--- config.mk ---
export PLATFORM = sky130hd
export DESIGN_NAME = sipo_frame_reg_flat
export DESIGN_NICKNAME = d
export VERILOG_FILES = /design/src/rtl/sipo_frame_reg_if.sv /design/src/rtl/sipo_frame_reg.sv /design/src/flat_wrapper.sv
export SDC_FILE = /design/constraint.sdc
export NUM_CORES = 1
export LEC_CHECK = 0
export BUFFER_PORTS_ARGS = -buffer_cell sky130_fd_sc_hd__buf_4
export CAP_MARGIN = 30
export CORE_ASPECT_RATIO = 1.1
export CORE_MARGIN = 10
export CORE_UTILIZATION = 49
export DETAILED_ROUTE_END_ITERATION = 16
export PLACE_DENSITY = 0.77
export SLEW_MARGIN = 20
export SYNTH_ARGS = -nofsm -noshare
export SYNTH_HDL_FRONTEND = slang
export SYNTH_SLANG_ARGS = --single-unit
--- constraint.sdc ---
create_clock -name reg_clk -period 2.8 [get_ports reg_clk]
set_input_delay 0.14 -clock reg_clk [delete_from_list [all_inputs] [get_ports reg_clk]]
set_output_delay 0.14 -clock reg_clk [all_outputs]
set_load 0.01 [all_outputs]
--- src/rtl/sipo_frame_reg_if.sv ---
// Bus between the RX bit sampler (master) and the SIPO frame register (slave).
// Clock and reset are kept as plain ports on the register itself.
interface sipo_frame_reg_if #(
    parameter int WIDTH = 9,
    parameter int CNT_W = $clog2(WIDTH + 1)
);
    logic             clear;
    logic             shift;
    logic             serial_data_in;
    logic [CNT_W-1:0] frame_len;
    logic             par_en;
    logic             par_odd;
    logic [WIDTH-1:0] parallel_data_out;
    logic             out_valid;
    logic             out_ready;
    logic             parity_err;
    logic             overrun;
    logic             busy;
    logic [CNT_W-1:0] bit_cnt;

    modport master (
        output clear, shift, serial_data_in, frame_len, par_en, par_odd, out_ready,
        input  parallel_data_out, out_valid, parity_err, overrun, busy, bit_cnt
    );

    modport slave (
        input  clear, shift, serial_data_in, frame_len, par_en, par_odd, out_ready,
        output parallel_data_out, out_valid, parity_err, overrun, busy, bit_cnt
    );
endinterface

--- src/rtl/sipo_frame_reg.sv ---
// Serial-in/parallel-out frame register with runtime length, selectable bit order,
// parity check and a valid/ready holding register that flags dropped frames.
module sipo_frame_reg #(
    parameter  int WIDTH     = 9,
    parameter  bit LSB_FIRST = 1'b1,
    localparam int CNT_W     = $clog2(WIDTH + 1)
) (
    input  logic            reg_clk,
    input  logic            reg_rst_n,
    sipo_frame_reg_if.slave bus
);

    logic [CNT_W-1:0] bit_cnt_q, bit_cnt_d;
    logic [CNT_W-1:0] len_q, len_d;
    logic [WIDTH-1:0] shreg_q, shreg_d;
    logic [WIDTH-1:0] data_q, data_d;
    logic             par_q, par_d;
    logic             valid_q, valid_d;
    logic             perr_q, perr_d;
    logic             ovr_q, ovr_d;

    logic [CNT_W-1:0] len_req;
    logic [CNT_W-1:0] len_eff;
    logic [CNT_W-1:0] pos;
    logic [WIDTH-1:0] bit_mask;
    logic [WIDTH-1:0] frame;
    logic             par_new;
    logic             last_bit;
    logic             accept;

    // The first bit of a frame uses the live frame_len; later bits use the latched copy.
    always_comb begin
        len_req = bus.frame_len;
        if (bus.frame_len == '0 || bus.frame_len > CNT_W'(WIDTH)) begin
            len_req = CNT_W'(WIDTH);
        end
        len_eff  = (bit_cnt_q == '0) ? len_req : len_q;
        pos      = LSB_FIRST ? bit_cnt_q : (len_eff - bit_cnt_q - CNT_W'(1));
        bit_mask = WIDTH'(1) << pos;
        frame    = bus.serial_data_in ? (shreg_q | bit_mask) : shreg_q;
        par_new  = par_q ^ bus.serial_data_in;
        last_bit = (bit_cnt_q == len_eff - CNT_W'(1));
        accept   = valid_q & bus.out_ready;
    end

    always_comb begin
        bit_cnt_d = bit_cnt_q;
        len_d     = len_q;
        shreg_d   = shreg_q;
        data_d    = data_q;
        par_d     = par_q;
        valid_d   = valid_q;
        perr_d    = perr_q;
        ovr_d     = ovr_q;

        if (accept) begin
            valid_d = 1'b0;
        end

        if (bus.shift) begin
            len_d = len_eff;
            if (last_bit) begin
                bit_cnt_d = '0;
                shreg_d   = '0;
                par_d     = 1'b0;
                // A stalled consumer keeps its frame; the new one is dropped and flagged.
                if (!valid_q || bus.out_ready) begin
                    data_d  = frame;
                    perr_d  = bus.par_en & (par_new != bus.par_odd);
                    valid_d = 1'b1;
                end else begin
                    ovr_d = 1'b1;
                end
            end else begin
                bit_cnt_d = bit_cnt_q + CNT_W'(1);
                shreg_d   = frame;
                par_d     = par_new;
            end
        end
    end

    always_ff @(posedge reg_clk) begin
        if (!reg_rst_n) begin
            bit_cnt_q <= '0;
            len_q     <= '0;
            shreg_q   <= '0;
            data_q    <= '0;
            par_q     <= 1'b0;
            valid_q   <= 1'b0;
            perr_q    <= 1'b0;
            ovr_q     <= 1'b0;
        end else if (bus.clear) begin
            bit_cnt_q <= '0;
            shreg_q   <= '0;
            par_q     <= 1'b0;
            valid_q   <= 1'b0;
            perr_q    <= 1'b0;
            ovr_q     <= 1'b0;
        end else begin
            bit_cnt_q <= bit_cnt_d;
            len_q     <= len_d;
            shreg_q   <= shreg_d;
            data_q    <= data_d;
            par_q     <= par_d;
            valid_q   <= valid_d;
            perr_q    <= perr_d;
            ovr_q     <= ovr_d;
        end
    end

    assign bus.parallel_data_out = data_q;
    assign bus.out_valid         = valid_q;
    assign bus.parity_err        = perr_q;
    assign bus.overrun           = ovr_q;
    assign bus.bit_cnt           = bit_cnt_q;
    assign bus.busy              = (bit_cnt_q != '0);

endmodule

--- src/flat_wrapper.sv ---
// flat-port wrapper written by rule: the top's interface ports become plain ports
module sipo_frame_reg_flat 
#(
    parameter  int WIDTH     = 9,
    parameter  bit LSB_FIRST = 1'b1,
    localparam int CNT_W     = $clog2(WIDTH + 1)
)
  (reg_clk, reg_rst_n, bus_clear, bus_shift, bus_serial_data_in, bus_frame_len, bus_par_en, bus_par_odd, bus_out_ready, bus_parallel_data_out, bus_out_valid, bus_parity_err, bus_overrun, bus_busy, bus_bit_cnt);
  sipo_frame_reg_if #(.WIDTH(WIDTH)) bus_i ();
  input  logic reg_clk;
  input  logic reg_rst_n;
  input wire logic [$bits(bus_i.clear)-1:0] bus_clear;
  input wire logic [$bits(bus_i.shift)-1:0] bus_shift;
  input wire logic [$bits(bus_i.serial_data_in)-1:0] bus_serial_data_in;
  input wire logic [$bits(bus_i.frame_len)-1:0] bus_frame_len;
  input wire logic [$bits(bus_i.par_en)-1:0] bus_par_en;
  input wire logic [$bits(bus_i.par_odd)-1:0] bus_par_odd;
  input wire logic [$bits(bus_i.out_ready)-1:0] bus_out_ready;
  output wire logic [$bits(bus_i.parallel_data_out)-1:0] bus_parallel_data_out;
  output wire logic [$bits(bus_i.out_valid)-1:0] bus_out_valid;
  output wire logic [$bits(bus_i.parity_err)-1:0] bus_parity_err;
  output wire logic [$bits(bus_i.overrun)-1:0] bus_overrun;
  output wire logic [$bits(bus_i.busy)-1:0] bus_busy;
  output wire logic [$bits(bus_i.bit_cnt)-1:0] bus_bit_cnt;
  assign bus_i.clear = bus_clear;
  assign bus_i.shift = bus_shift;
  assign bus_i.serial_data_in = bus_serial_data_in;
  assign bus_i.frame_len = bus_frame_len;
  assign bus_i.par_en = bus_par_en;
  assign bus_i.par_odd = bus_par_odd;
  assign bus_i.out_ready = bus_out_ready;
  assign bus_parallel_data_out = bus_i.parallel_data_out;
  assign bus_out_valid = bus_i.out_valid;
  assign bus_parity_err = bus_i.parity_err;
  assign bus_overrun = bus_i.overrun;
  assign bus_busy = bus_i.busy;
  assign bus_bit_cnt = bus_i.bit_cnt;
  sipo_frame_reg #(.WIDTH(WIDTH), .LSB_FIRST(LSB_FIRST)) u_core (.reg_clk(reg_clk), .reg_rst_n(reg_rst_n), .bus(bus_i));
endmodule
; Yosys cells after proc, flatten, opt, wreduce, memory -nomap -nowiden
; Cells that the tools add are included.
; W data, S select, Z words.
[word_totals]
regBits = 30
in_bits = 12
output_inout_bits = 17
wordCells = 42
[op_classes]
addsub = 2
magnitude_cmp = 1
eq_ne = 2
shifts = 1
muxes = 10
bitwise_logic = 7
n_reduce_logical = 11
[op_table]
columns = operator, count
row1 = $mux W9, 2
row2 = $mux W4, 3
row3 = $or A9 B9 Y9, 1
row4 = $shl A1 B4 Y9 const A, 1
row5 = $logic_not A4 Y1, 2
row6 = $reduce_and A3 Y1, 2
row7 = $mux W1, 5
row8 = $add A4 B1 Y4 const B, 1
row9 = $eq A4 B4 Y1, 1
row10 = $gt A4 B4 Y1 const B, 1
row11 = $reduce_and A4 Y1, 1
row12 = $reduce_bool A4 Y1, 1
row13 = $sub A4 B1 Y4 const B, 1
row14 = $not A1 Y1, 3
row15 = $and A1 B1 Y1, 2
row16 = $logic_or A1 B1 Y1, 2
row17 = $reduce_and A2 Y1, 1
row18 = $reduce_or A2 Y1, 1
row19 = $logic_not A1 Y1, 1
row20 = $ne A1 B1 Y1, 1
row21 = $xor A1 B1 Y1, 1

; Logic depth before layout (Yosys ltp)
[depth]
depth_word = 8
ltp_mapped = 15
mapped_depth_nobuf = 13

; Worst setup path after synthesis
; Ideal clock, no wire load.
[synth_timing]
path_type = flip-flop to flip-flop
startpoint = register u_core.bit_cnt_q[0] (netlist: u_core.bus.bit_cnt[0])
endpoint = register u_core.data_q[0] (netlist: u_core.bus.parallel_data_out[0])
setup_ns = 0.115
arrival_ns = 2.963
t_required_ns = 2.685
path_slack_ns = -0.279
stages_incl_launch_ff = 15
path_buffers = 1
period_less_slack_ns = 3.079
path_cell_list = dfxtp_1 > inv_1 > ha_1 > nor3b_4 > inv_4 > nor4_4 > or2_2 > ha_1 > xnor2_1 > nor2b_1 > mux2i_1 > nor3_1 > clkbuf_1 > nand3_1 > and3b_1
[synth_between]
elab_chain_len = 5
word_cells_on_any_way = 8
cone_classes = add/sub (1) / eq/ne (1) / shift (1) / mux (2) / bitwise (1) / reduce/logical (2)
[synth_lines]
columns = item, line_no
row1 = "start, declared", sipo_frame_reg.sv:13  ; logic [CNT_W-1:0] bit_cnt_q, bit_cnt_d;
row2 = "start signal, assigned", sipo_frame_reg.sv:100  ; bit_cnt_q <= bit_cnt_d;
row3 = $logic_not A4 Y1, sipo_frame_reg.sv:37  ; len_eff = (bit_cnt_q == '0) ? len_req : len_q;
row4 = $mux W4, sipo_frame_reg.sv:37
row5 = $sub A4 B1 Y4, sipo_frame_reg.sv:42  ; last_bit = (bit_cnt_q == len_eff - CNT_W'(1));
row6 = $eq A4 B4 Y1, sipo_frame_reg.sv:42
row7 = $reduce_and A4 Y1 (no line), n/a
row8 = "end signal, assigned", sipo_frame_reg.sv:103  ; data_q <= data_d;
row9 = "end, declared", sipo_frame_reg.sv:16  ; logic [WIDTH-1:0] data_q, data_d;
; Parallel ways exist; a longest one is shown, timed or not.
; A chain may end at the register's enable or synchronous reset.

; Final worst setup path
[layout_timing]
startpoint = register u_core.bit_cnt_q[1] (netlist: u_core.bus.bit_cnt[1])
endpoint = register u_core.data_q[0] (netlist: u_core.bus.parallel_data_out[0])
; Same word-level chain as after synthesis.

==> impl_metrics.csv <==
group,metric,value,unit
floorplanning,ioPinCount,29,
clock_tree,clkTransAtPathRegs,0.09,ns
timing,finalMaxSlewViolations,0,
floorplanning,die-height,80.75,µm
timing,hold_viol_final,0,
synth,async_flop_share,0,%
timing,skew,0.009765,ns
synth,synth_area_per_cell,9.134,µm²
synth,ys_ff_latch,30,
synth,ys.flop_type,"dfxtp_1",
detailed_routing,ant_nets,0,
synth,synthCells,180,
synth,synthMuxAreaShare,4.262,%
cells_and_area,drive_gt1_share,37.84,%
pwr,power_density,452.7,nW/µm²
synth,ys_seq_area_share,36.53,%
detailed_routing,via_per_inst,5.826,
synth,synthAdderAreaFrac,5.327,%
timing,max-slew-margin-rel,53.32,%
setup_path,cp_max_fo,7,
detailed_routing,via_count,1503,
clock_tree,cts_tree,"done",
job,cap_violations,0,
synth,synth_top_family_by_area,"compound AO/OA/AOI/OAI gates",
setup_path,crit_path_end_kind,"flip-flop",
place,port_buffers,28,
timing,rsz0062_at_grt,"true",
setup_path,critPathKind,"reg -> reg",
clock_tree,cts_buffer_depth,2,
setup_path,crit_path_start_kind,"flip-flop",
place,gp_congestion,0.8356,
timing,setup_viol_count_final,0,
floorplanning,initial_core_util,50.19,%
cells_and_area,layout_commonest_cell,"buf_4",
cells_and_area,multi_input_area,1075,µm²
timing,max_freq,360.9,MHz
setup_path,cp.required,3.03,ns
global_routing,overflow,0,
synth,synth_cell_types,42,
pwr,p_leak,0.9436,nW
detailed_routing,dr.pass1.iters,4,
cells_and_area,nets,240,
timing,setup_tns,0,ns
clock_tree,hold_buffers,0,
global_routing,antenna_found_initial,0,
cells_and_area,final_cell_mix,"buf_4, dfxtp_1, nand2_1, a21oi_1, a211oi_2",
synth,syn-cell-area,1644,µm²
setup_path,worstPathArrival,3.00,ns
synth,yosys.area_share.xor_xnor,3.196,%
cells_and_area,n_antenna_cell,0,
detailed_routing,drc,0,
outcome,status,"finished, final reports clean",
cells_and_area,regArea,608.1,µm²
floorplanning,die_area,6075,µm²
global_routing,grt_first_pass_wirelength,6.768,mm
clock_tree,cts_num_sinks,30,
synth,synth-compound-area-share,23.82,%
detailed_routing,wl_per_cell,16.34,µm
synth,yosysWarningCount,0,
clock_tree,numCtsBuffers,5,
detailed_routing,drt_wl_total,4.215,mm
synth,synth_enable_flop_cells,0,
clock_tree,clk_latency,0.34,ns
global_routing,grt_pass1_vias,1459,
timing,min_period_over_period,98.95,%
pwr,vdd_drop_max,0.2871,mV
floorplanning,num_rows,22,
floorplanning,fp.dieW,75.23,µm
cells_and_area,fillers,274,
global_routing,grt_max_degree,33,
floorplanning,core_area,3276,µm²
cells_and_area,syn2layout_area_growth,31.20,%
hold_path,hold_class,"in -> reg",
place,dp_hpwl,3.018,mm
detailed_routing,drtIter0Drc,70,
clock_tree,ctsHtreeMaxLevel,2,
timing,period_needed,2.771,ns
timing,worst_pin_slew,0.7002,ns
global_routing,grt_usage,14.11,%
synth,syn-num-nets,199,
synth,synthSimpleGateAreaFrac,21.39,%
pwr,power,976.6,µW
clock_tree,clockRootBuffer,"clkbuf_4",
## worst max-delay path: stages, from the launching register on
cell and delay (ns):
dfxtp_4 0.36, inv_4 0.06, ha_4 0.12, nor3b_4 0.29
buf_6 0.18, mux2i_1 0.33, ha_4 0.27, xnor2_4 0.19
nor2_2 0.07, mux2i_2 0.22, nor3_2 0.09, buf_4 0.18
a21oi_1 0.13, and3b_1 0.18
## final cells by class
class / instances / share of cell area [%]
multi-input cells: 134 / 49.83
flip-flops and latches: 30 / 28.19
repair buffers: 45 / 15.89
clock buffers: 7 / 2.552
well taps: 36 / 2.088
inverters: 5 / 1.218
clock inverters: 1 / 0.2320
## cell families after synthesis
group / Yosys count
AO/OA/AOI/OAI: 54
XOR/XNOR: 6
adder cells (fa/ha/maj): 7
buffers and inverters: 17
flip-flops: 30
multiplexers: 7
AND/OR/NAND/NOR: 59
## final timing paths
kind / from / to / slack (ns) / depth (start not counted)
setup / recovery: u_core.bus.bit_cnt[1] / u_core.bus.parallel_data_out[0] / 0.03 / 13
hold / removal: bus_par_en / u_core.bus.parity_err / 0.06 / 3
setup reg to reg: u_core.bus.bit_cnt[1] / u_core.bus.parallel_data_out[0] / 0.03 / 13
hold reg to reg: u_core.bus.parallel_data_out[2] / u_core.bus.parallel_data_out[2] / 0.46 / 2
## sequential cells by signal, indices dropped and copies added, names as in the netlist
| signal | cells |
|---|---|
| u_core.shreg_q | 9 |
| u_core.len_q | 4 |
| u_core.bus.parity_err | 1 |
| u_core.bus.parallel_data_out | 9 |
| u_core.par_q | 1 |
| u_core.bus.bit_cnt | 4 |
| u_core.bus.out_valid | 1 |
| u_core.bus.overrun | 1 |
## synth_stat cells, types with 3 or more instances
library cell	n	area share [%]
nor2b_1	6	2.3
nand2_1	12	2.7
buf_6	3	2.1
a21oi_1	14	4.3
nand2b_1	5	1.9
ha_1	7	5.3
and2_1	3	1.1
nand3_1	7	2.1
inv_1	4	0.91
a21o_1	4	1.8
and3b_1	4	2.1
o311a_1	3	1.8
o21ai_0	7	2.1
a211oi_2	5	3.8
xnor2_1	5	2.7
nor3_1	5	1.5
clkbuf_1	8	1.8
a211oi_1	5	2.3
mux2i_1	7	4.3
nor2_1	5	1.1
and3_1	3	1.1
dfxtp_1	30	37
a31oi_1	5	1.9
## repair_timing
action | 4_1_cts | 5_1_grt
pin swaps | 0 | 15
setup endpoints to repair | 16 | 25
resized for setup | 2 | 20
setup buffers | 0 | 3
gates cloned | 0 | 2
## through the flow
stage / worst slack, ns / util, % / instances / hold WS [ns] / area, µm²
2_1_floorplan: -0.02387 / - / 180 / 0.2901 / 1693
3_3_place_gp: -0.08237 / 60.31 / 245 / 0.4141 / 1976
3_5_place_dp: -0.1956 / 60.31 / 245 / 0.4147 / 1976
4_1_cts: 0.01158 / 62.22 / 253 / 0.05408 / 2038
5_1_grt: -0.1035 / 65.85 / 258 / 0.07055 / 2157
6_report: 0.02945 / 65.85 / 258 / 0.06020 / 2157
## per-layer routing
metal | global-route usage (%) | part of all wire [%] | vias up
li1 | - | - | 744
met1 | 17.23 | 44 | 707
met2 | 22.15 | 49 | 46
met3 | 5.488 | 6.5 | 6
met4 | 4.833 | 1.3 | 0
met5 | 0 | 0 | -
## power breakdown
part           switching [mW]  internal [mW]
Sequential            0.00830          0.437
Clock                   0.148          0.121
Combinational           0.141          0.120
Total                   0.298          0.679
Note: power is estimated with default switching activity, not from simulation.
